File: src/rtl/micro_dispatch.sv
// micro_dispatch: instruction-side front end for the microcode sequencer.
// Fetches opcode bytes, maps each one to a microprogram entry address and
// expected length, presents the entry on seq_ir until the sequencer reports
// completion, and watches each microprogram against a step budget
// (expected length + WD_SLACK).
//
// Optional feature: define DISPATCH_PERF_EN to build the 16-bit
// retired-instruction counter on instr_count; otherwise instr_count is 0.
//
// state    | meaning
// ---------+-----------------------------------------------------------
// S_IDLE   | stopped at an instruction boundary, waiting for run
// S_FETCH  | imem_rd high at pc, waiting for imem_valid
// S_DECODE | classify ir: halt / illegal / dispatch (seq_ir = 0)
// S_EXEC   | seq_ir = entry, waiting for seq_done or step-budget overrun
// S_GAP    | one idle cycle so the sequencer step counter returns to 0
// S_HALT   | halt opcode or timeout; held until reset
module micro_dispatch #(
    parameter int PC_W     = 8,
    parameter int WD_SLACK = 4
) (
    input  logic            clk,
    input  logic            rst_n,
    input  logic            run,
    output logic [PC_W-1:0] imem_addr,
    output logic            imem_rd,
    input  logic [7:0]      imem_data,
    input  logic            imem_valid,
    output logic [5:0]      seq_ir,
    input  logic            seq_done,
    output logic [PC_W-1:0] pc,
    output logic            halted,
    output logic            err_illegal,
    output logic            err_timeout,
    output logic [15:0]     instr_count
);

    typedef enum logic [2:0] {
        S_IDLE,
        S_FETCH,
        S_DECODE,
        S_EXEC,
        S_GAP,
        S_HALT
    } state_t;

    localparam logic [7:0] SLACK = 8'(WD_SLACK);

    state_t          state_q, state_nxt;
    logic [7:0]      ir_q;
    logic [5:0]      entry_q;
    logic [2:0]      len_q;
    logic [7:0]      cyc_q;
    logic [PC_W-1:0] pc_q;
    logic            err_ill_q;
    logic            err_to_q;

    logic [5:0]      dec_entry;
    logic [2:0]      dec_len;
    logic            is_halt;
    logic            is_ill;
    logic [7:0]      cyc_inc;
    logic [7:0]      step_limit;
    logic            timeout_hit;

    assign is_halt     = (ir_q[7:5] == 3'b111);
    assign is_ill      = (ir_q[7:5] != 3'b000) && !is_halt;
    assign cyc_inc     = cyc_q + 8'd1;
    assign step_limit  = {5'd0, len_q} + SLACK;
    // The current EXEC cycle is the one that brings the count to the limit.
    assign timeout_hit = (cyc_inc >= step_limit);

    // Opcode map: index ir[4:0] -> microprogram entry and expected length.
    always_comb begin
        dec_entry = 6'd0;
        dec_len   = 3'd0;
        case (ir_q[4:0])
            5'd0:  begin dec_entry = 6'd1;  dec_len = 3'd3; end
            5'd1:  begin dec_entry = 6'd4;  dec_len = 3'd4; end
            5'd2:  begin dec_entry = 6'd8;  dec_len = 3'd4; end
            5'd3:  begin dec_entry = 6'd12; dec_len = 3'd2; end
            5'd4:  begin dec_entry = 6'd14; dec_len = 3'd2; end
            5'd5:  begin dec_entry = 6'd16; dec_len = 3'd2; end
            5'd6:  begin dec_entry = 6'd18; dec_len = 3'd3; end
            5'd7:  begin dec_entry = 6'd21; dec_len = 3'd3; end
            5'd8:  begin dec_entry = 6'd24; dec_len = 3'd3; end
            5'd9:  begin dec_entry = 6'd27; dec_len = 3'd3; end
            5'd10: begin dec_entry = 6'd30; dec_len = 3'd3; end
            5'd11: begin dec_entry = 6'd33; dec_len = 3'd3; end
            5'd28: begin dec_entry = 6'd52; dec_len = 3'd2; end
            5'd29: begin dec_entry = 6'd54; dec_len = 3'd1; end
            5'd30: begin dec_entry = 6'd55; dec_len = 3'd1; end
            5'd31: begin dec_entry = 6'd56; dec_len = 3'd1; end
            // 12..27 are single-step microprograms laid out at 36..51.
            default: begin
                dec_entry = {1'b0, ir_q[4:0]} + 6'd24;
                dec_len   = 3'd1;
            end
        endcase
    end

    // Next-state and per-state outputs.
    always_comb begin
        state_nxt = state_q;
        imem_rd   = 1'b0;
        seq_ir    = 6'd0;
        halted    = 1'b0;
        case (state_q)
            S_IDLE: begin
                if (run) state_nxt = S_FETCH;
            end
            S_FETCH: begin
                imem_rd = 1'b1;
                if (imem_valid) state_nxt = S_DECODE;
            end
            S_DECODE: begin
                if (is_halt)     state_nxt = S_HALT;
                else if (is_ill) state_nxt = run ? S_FETCH : S_IDLE;
                else             state_nxt = S_EXEC;
            end
            S_EXEC: begin
                seq_ir = entry_q;
                // Completion takes priority over a same-cycle overrun.
                if (seq_done)         state_nxt = S_GAP;
                else if (timeout_hit) state_nxt = S_HALT;
            end
            S_GAP: begin
                state_nxt = run ? S_FETCH : S_IDLE;
            end
            S_HALT: begin
                halted = 1'b1;
            end
            default: state_nxt = S_IDLE;
        endcase
    end

    // State register plus datapath registers updated per state.
    always_ff @(posedge clk or negedge rst_n) begin
        if (!rst_n) begin
            state_q   <= S_IDLE;
            ir_q      <= 8'd0;
            entry_q   <= 6'd0;
            len_q     <= 3'd0;
            cyc_q     <= 8'd0;
            pc_q      <= '0;
            err_ill_q <= 1'b0;
            err_to_q  <= 1'b0;
        end else begin
            state_q <= state_nxt;
            case (state_q)
                S_FETCH: begin
                    if (imem_valid) ir_q <= imem_data;
                end
                S_DECODE: begin
                    if (is_ill) begin
                        err_ill_q <= 1'b1;
                        pc_q      <= pc_q + 1'b1;
                    end else if (!is_halt) begin
                        entry_q <= dec_entry;
                        len_q   <= dec_len;
                        cyc_q   <= 8'd0;
                    end
                end
                S_EXEC: begin
                    cyc_q <= cyc_inc;
                    if (!seq_done && timeout_hit) err_to_q <= 1'b1;
                end
                S_GAP: begin
                    pc_q <= pc_q + 1'b1;
                end
                default: ;
            endcase
        end
    end

`ifdef DISPATCH_PERF_EN
    logic [15:0] count_q;

    // Retired-instruction counter; wraps naturally at 16 bits.
    always_ff @(posedge clk or negedge rst_n) begin
        if (!rst_n)                             count_q <= 16'd0;
        else if (state_q == S_EXEC && seq_done) count_q <= count_q + 16'd1;
    end

    assign instr_count = count_q;
`else
    assign instr_count = 16'd0;
`endif

    assign imem_addr   = pc_q;
    assign pc          = pc_q;
    assign err_illegal = err_ill_q;
    assign err_timeout = err_to_q;

endmodule

File: config.mk
export PLATFORM = sky130hd
export DESIGN_NAME = micro_dispatch
export DESIGN_NICKNAME = d
export VERILOG_FILES = /design/src/rtl/micro_dispatch.sv
export SDC_FILE = /design/constraint.sdc
export NUM_CORES = 1
export LEC_CHECK = 0
export BUFFER_PORTS_ARGS = -buffer_cell sky130_fd_sc_hd__buf_4
export CAP_MARGIN = 0
export CORE_MARGIN = 2
export CORE_UTILIZATION = 54
export DETAILED_ROUTE_END_ITERATION = 8
export PLACE_DENSITY_LB_ADDON = 0.05
export SLEW_MARGIN = 20
export SYNTH_ARGS = -nofsm -noshare
export SYNTH_HDL_FRONTEND = slang
export SYNTH_SLANG_ARGS = --single-unit
File: constraint.sdc
create_clock -name clk -period 2.8 [get_ports clk]
set_input_delay 0.28 -clock clk [delete_from_list [all_inputs] [get_ports clk]]
set_output_delay 0.28 -clock clk [all_outputs]
set_load 0.02 [all_outputs]
==> impl_metrics.ini, run 1 <==
[status]
outcome = complete, no violations

[sta]
clock.fmax_mhz = 441
tightest_slew_ps = 563
drv_slew = 0
fin_worst_skew_ps = 3.34
finalCriticalPeriod_ps = 2270
hold_viol = 0
setup_viol = 0
final.setup.tns_ps = 0
rsz0062_at_grt = false
post-route-period-util = 0.810
max-slew-margin-rel = 0.624

[clock_network]
path_clk_slew_ps = 70
insertion_delay_ps = 290
numClockSinks = 38
cts_max_path_buffers = 2
numCtsBuffers = 5
cts_tree = yes
h-tree-depth = 2
cts_root_buf = clkbuf_8

[routing]
wire_per_inst_um = 13.5
firstDrtPassIters = 4
vias = 1918
drtAntennaViolNets = 0
routed_wl_mm = 4.70
via_per_inst = 5.50
drt_iter0_markers = 128
drc = 0

[final_layout]
final_cell_mix = 40 x buf_4, 38 x dfrtp_1, 29 x nand2_1
num_antenna_cells = 0
ff_latch_area_um2 = 951
nFillCells = 412
fin_nets = 316
multi_input_area_um2 = 1220
final_util = 0.618
drive_gt1_frac = 0.205
syn2layout_area_growth_pct = 11.4
final_common_cell = buf_4

[floorplan]
die_area_um2 = 4990
die_y_um = 70.7
ioPinCount = 55
die_w_um = 70.7
core.rowCount = 24
core_um2 = 4320
initial_core_util = 0.555

[logic_synthesis]
syn_avg_cell_area_um2 = 8.73
ys_types = 48
ys_ff_latch = 38
synthArstFlopShare = 1.00
synthFlopType = dfrtp_1
syn_inst = 275
synth_area_um2 = 2400
synth_edf_count = 0
ys_warn_count = 0
seq_area_frac_synth = 0.396

[setup_path]
worstReg2RegStart = cyc_q[0]
setup.worst_path.end_class = flop
worstPathCellList = ha_1 > or3_2 > nand2_1 > a41oi_1 > or4b_4 > o31a_1
crit_cells = 6
r2r_setup_slack_ps = 530
crit_family = simple AND/OR/NAND/NOR gates
r2r_end = state_q[2]
r2r_cells = 6
cp_slowest_cell = or4b_4
slowest_delay_ps = 560
critPathBufInv = 0
worstPathRequired_ps = 2980
cp.arrival_ps = 2450
worstPathMaxFanout = 6
worst-setup-path-type = reg -> reg
startpoint_type = flop

[pwr]
power_mw = 2.80
leakage_nw = 1.27
peakVddDrop_mv = 0.627
power_density_nw_per_um2 = 1050

[placement]
dp_hpwl_mm = 3.31
gp_congestion = 0.807
port_buffers = 38

[worst_hold_path]
holdCritPathClass = in -> reg
worstHoldStart = imem_data[4]
worstHoldPathCells = 3
whs_endpoint = ir_q[4]

[job]
drv_cap = 0

[global_route]
grt_use_total = 0.205
grt_max_degree = 39
grt_pass1_vias = 1799
grt_pass1_wl_mm = 8.29
gr-total-overflow = 0
antenna_found_initial = 0
## state kept, by name, indices dropped and copies added (netlist names)
name,flops
err_illegal,1
cyc_q,8
ir_q,8
imem_addr,8
len_q,3
entry_q,6
state_q,3
err_timeout,1
## per-stage QoR
| step | cell area [µm²] | std cells | hold WS, ps | setup WS, ps |
|---|---|---|---|---|
| floorplan | 2460 | 290 | -15.6 | 659 |
| global placement | 2570 | 340 | 282 | 589 |
| detailed placement | 2570 | 340 | 287 | 539 |
| CTS | 2670 | 349 | 176 | 529 |
| global route | 2670 | 349 | 203 | 425 |
| finish | 2670 | 349 | 190 | 533 |
## kinds of logic after synthesis
| family | count (synthesis) | synth area share |
|---|---|---|
| AOI/OAI and AO/OA | 67 | 0.179 |
| xor gates and xnor gates | 12 | 0.0438 |
| other | 1 | 0.00156 |
| adders and majority gates | 7 | 0.0365 |
| and+or+nand+nor | 93 | 0.193 |
| DFF | 38 | 0.396 |
| muxes | 7 | 0.0328 |
| buffers and inverters | 50 | 0.117 |
## worst register-to-register path, cell delays in order, from the launching register on
cell     delay, ps
dfrtp_1        440
ha_1           300
or3_2          420
nand2_1         80
a41oi_1        110
or4b_4         560
o31a_1         250
## area by class of cell
| cell class | count | share of cell area |
|---|---|---|
| Multi-Input combinational cell | 202 | 0.458 |
| Tap cell | 52 | 0.0243 |
| Sequential cell | 38 | 0.356 |
| Clock inverter | 1 | 0.00187 |
| Timing Repair Buffer | 41 | 0.116 |
| Inverter | 8 | 0.0112 |
| Clock buffer | 7 | 0.0323 |
## synthesized netlist by cell type (6+ instances only)
cell | n | area share
nor2_1 | 18 | 0.028
nand2b_1 | 6 | 0.016
buf_4 | 24 | 0.075
and3_1 | 8 | 0.021
o21ai_0 | 24 | 0.050
nand2_1 | 29 | 0.045
ha_1 | 7 | 0.036
dfrtp_1 | 38 | 0.40
mux2_2 | 7 | 0.033
inv_1 | 7 | 0.011
nand3_1 | 11 | 0.023
clkbuf_1 | 15 | 0.023
a21oi_1 | 15 | 0.031
xnor2_1 | 9 | 0.033
## worst max-delay path by stage
stage | slack, ps | endpoint | from
global placement | 590 | state_q[2] | cyc_q[0]
global route | 420 | state_q[2] | cyc_q[0]
finish | 530 | state_q[2] | cyc_q[0]
detailed placement | 540 | state_q[2] | cyc_q[0]
CTS | 530 | state_q[2] | cyc_q[0]
floorplan | 660 | state_q[2] | cyc_q[0]
## report_power, final
group	internal, mW	total (mW)	switching (mW)
sequential	0.749	1.11	0.360
combinational	0.612	1.31	0.694
clock	0.199	0.390	0.191
total	1.56	2.80	1.25
## routing by layer
metal / wire length (µm) / track usage / share of wire / vias to the layer above
li1: - / - / - / 969
met1: 2170 / 0.258 / 0.46 / 895
met2: 2260 / 0.351 / 0.48 / 46
met3: 202 / 0.0427 / 0.043 / 8
met4: 67 / 0.0692 / 0.014 / 0
met5: 0 / 0 / 0 / -
## repair_timing
action	4_1_cts	5_1_grt
endpoints found under the setup margin	0	0
buffers inserted	0	0
resized for setup	0	0
hold buffers	1	0
endpoints found under the hold margin	38	0
No activity file was read; power rests on OpenSTA's default activity.
==> inputs of run 2 (changes only) <==
- ABC_AREA: not set -> 1
- clock period: 2.8 -> 2.2 ns (I/O delays scaled with it)
==> run 2 against run 1 <==
- critical path depth unchanged
- core utilization increased by 1.6 points
- sequential power rose by 9%
- largest power group unchanged
- area after synthesis is 1.1% lower
- setup slack worse by 210 ps
- hold slack worse by 35 ps
- synthesized cell count increased by 10%
- critical path type is now reg -> out
- cell count rose by 11%
- critical endpoint is now seq_ir[0]
- largest cell class unchanged
- clock-buffer cell count fell by 1
- total power is 31% higher
==> impl_metrics.ini, run 2 <==
[placement]
gp_congestion = 0.952
port_buffers = 38
placed_cell_area_um2 = 2570
dp_hpwl_mm = 3.28

[clock_network]
cts_max_path_buffers = 2
numClockSinks = 38
h-tree-depth = 2
cts_hold_buf = 1
numCtsBuffers = 5
cts_tree = yes
cts_root_buf = clkbuf_8
insertion_delay_ps = 300
ctsResizeCount = 0
path_clk_slew_ps = 80
post-cts-setup-buffer-count = 0

[status]
outcome = complete, no violations

[sta]
clock.fmax_mhz = 533
hold_viol = 0
final.setup.tns_ps = 0
setup_viol = 0
post-route-period-util = 0.853
rsz0062_at_grt = false
hold_ws_ps = 155
finalCriticalPeriod_ps = 1880
drv_slew = 0
fin_worst_skew_ps = 6.66

[floorplan]
die_w_um = 70.3
core_um2 = 4290
ioPinCount = 55
die_y_um = 70.3
initial_core_util = 0.552
core.rowCount = 24
die_area_um2 = 4940

[global_route]
antenna_found_initial = 0
grt_use_total = 0.204
gr-total-overflow = 0
grt_pass1_wl_mm = 8.02
grt_max_degree = 39
grt_pass1_vias = 1792

[routing]
via_per_inst = 4.87
vias = 1895
drt_iter0_markers = 109
wire_per_inst_um = 11.5
drtAntennaViolNets = 0
firstDrtPassIters = 4
drc = 0
routed_wl_mm = 4.48

[final_layout]
finalInstanceArea_um2 = 2720
ff_latch_area_um2 = 951
final_cell_mix = 54 x nand2_1, 39 x inv_1, 38 x dfrtp_1, 38 x buf_4, 37 x nor2_1
syn2layout_area_growth_pct = 14.8
drive_gt1_frac = 0.211
final_util = 0.634
nFillCells = 405
num_antenna_cells = 0
final_common_cell = nand2_1
multi_input_area_um2 = 1110
fin_nets = 356

[logic_synthesis]
seq_area_frac_synth = 0.401
syn_avg_cell_area_um2 = 7.83
ys_top_cells_by_area = dfrtp_1 40%, nand2_1 8.5%, buf_4 7.9%
syn_inst = 303
synth_largest_area_cell = dfrtp_1
synthFlopType = dfrtp_1
synth_area_um2 = 2370
netlist.area_leader.share = 0.401
synth_most_common_cell = nand2_1
synth_edf_count = 0
synthTopCellsByCount = 54 x nand2_1, 39 x inv_1, 38 x dfrtp_1
ys_ff_latch = 38
synthArstFlopShare = 1.00
ys_types = 34
ys_warn_count = 0

[job]
drv_cap = 0

[pwr]
power_mw = 3.69
combPwrFrac = 0.475
power_density_nw_per_um2 = 1350
intPower_mw = 2.10
clkPwrFrac = 0.198
switchingPower_mw = 1.58
seqPwrFrac = 0.327
leakage_nw = 1.41
switching_share = 0.430
peakVddDrop_mv = 0.733

[worst_hold_path]
holdCritPathClass = in -> reg

[setup_path]
worstPathRequired_ps = 1980
startpoint_type = flop
worstPathMaxFanout = 12
setup.worst_path.end_class = output pin
cp.arrival_ps = 1660
worst-setup-path-type = reg -> out
## run 2: changes by cell type after synthesis, moves of 6 or more
cell,before,now
o21ai_0,24,17
inv_1,7,39
nor2_1,18,37
nand2_1,29,54
nand2_2,0,6
and3_1,8,0
nand2b_1,6,0
o21ai_1,0,6
xnor2_1,9,2
clkbuf_1,15,0
## run 2: worst max-delay path: stages (launching register included)
cell,delay [ps]
dfrtp_1,450
inv_2,90
nand2_2,90
nor2_4,170
inv_1,240
nor2_1,160
buf_4,160
## run 2: path summary, 6_finish.rpt
check,start,end,slack (ps),cells after the start
max,state_q[2],seq_ir[0],320,6
min,imem_data[6],ir_q[6],160,2
max reg2reg,cyc_q[0],err_timeout,360,8
min reg2reg,err_illegal,err_illegal,470,2
max in group asynchronous,rst_n,err_illegal,1450,2
min in group asynchronous,rst_n,entry_q[2],410,2
## run 2: metal layers
| metal | global-route usage | routed length [µm] | vias up |
|---|---|---|---|
| met1 | 0.287 | 2260 | 861 |
| li1 | - | - | 987 |
| met2 | 0.304 | 1940 | 41 |
| met5 | 0 | 0 | - |
| met4 | 0.0748 | 69 | 0 |
| met3 | 0.0505 | 209 | 6 |
## run 2: per-stage QoR
stage | std cells | setup WS, ps
floorplan | 318 | 457
global placement | 380 | 399
detailed placement | 380 | 355
CTS | 389 | 290
global route | 389 | 158
finish | 389 | 323
## run 2: kinds of logic after synthesis
group / Yosys count / share of synthesized area
flops: 38 / 0.401
fa+ha+maj: 7 / 0.0369
buf+inv: 71 / 0.156
other cells: 1 / 0.00158
compound gates: 46 / 0.107
simple gates: 128 / 0.250
mux: 3 / 0.0142
xor+xnor: 9 / 0.0332
## run 2: power by group through the flow
stage	clock, mW	sequential (mW)	combinational [mW]
final	0.732	1.21	1.75
after CTS	0.750	1.20	1.76
after global placement	0	1.21	1.73
after global routing	0.778	1.25	2.00
after detailed placement	0	1.21	1.75
after floorplan	0	1.23	1.31
## run 2: layout make-up
| type | instances | share of cell area |
|---|---|---|
| inverters | 43 | 0.0593 |
| well taps | 52 | 0.0239 |
| flip-flops and latches | 38 | 0.349 |
| clock buffers | 6 | 0.0303 |
| repair buffers | 39 | 0.108 |
| clock inverters | 2 | 0.0221 |
| multi-input cells | 209 | 0.407 |
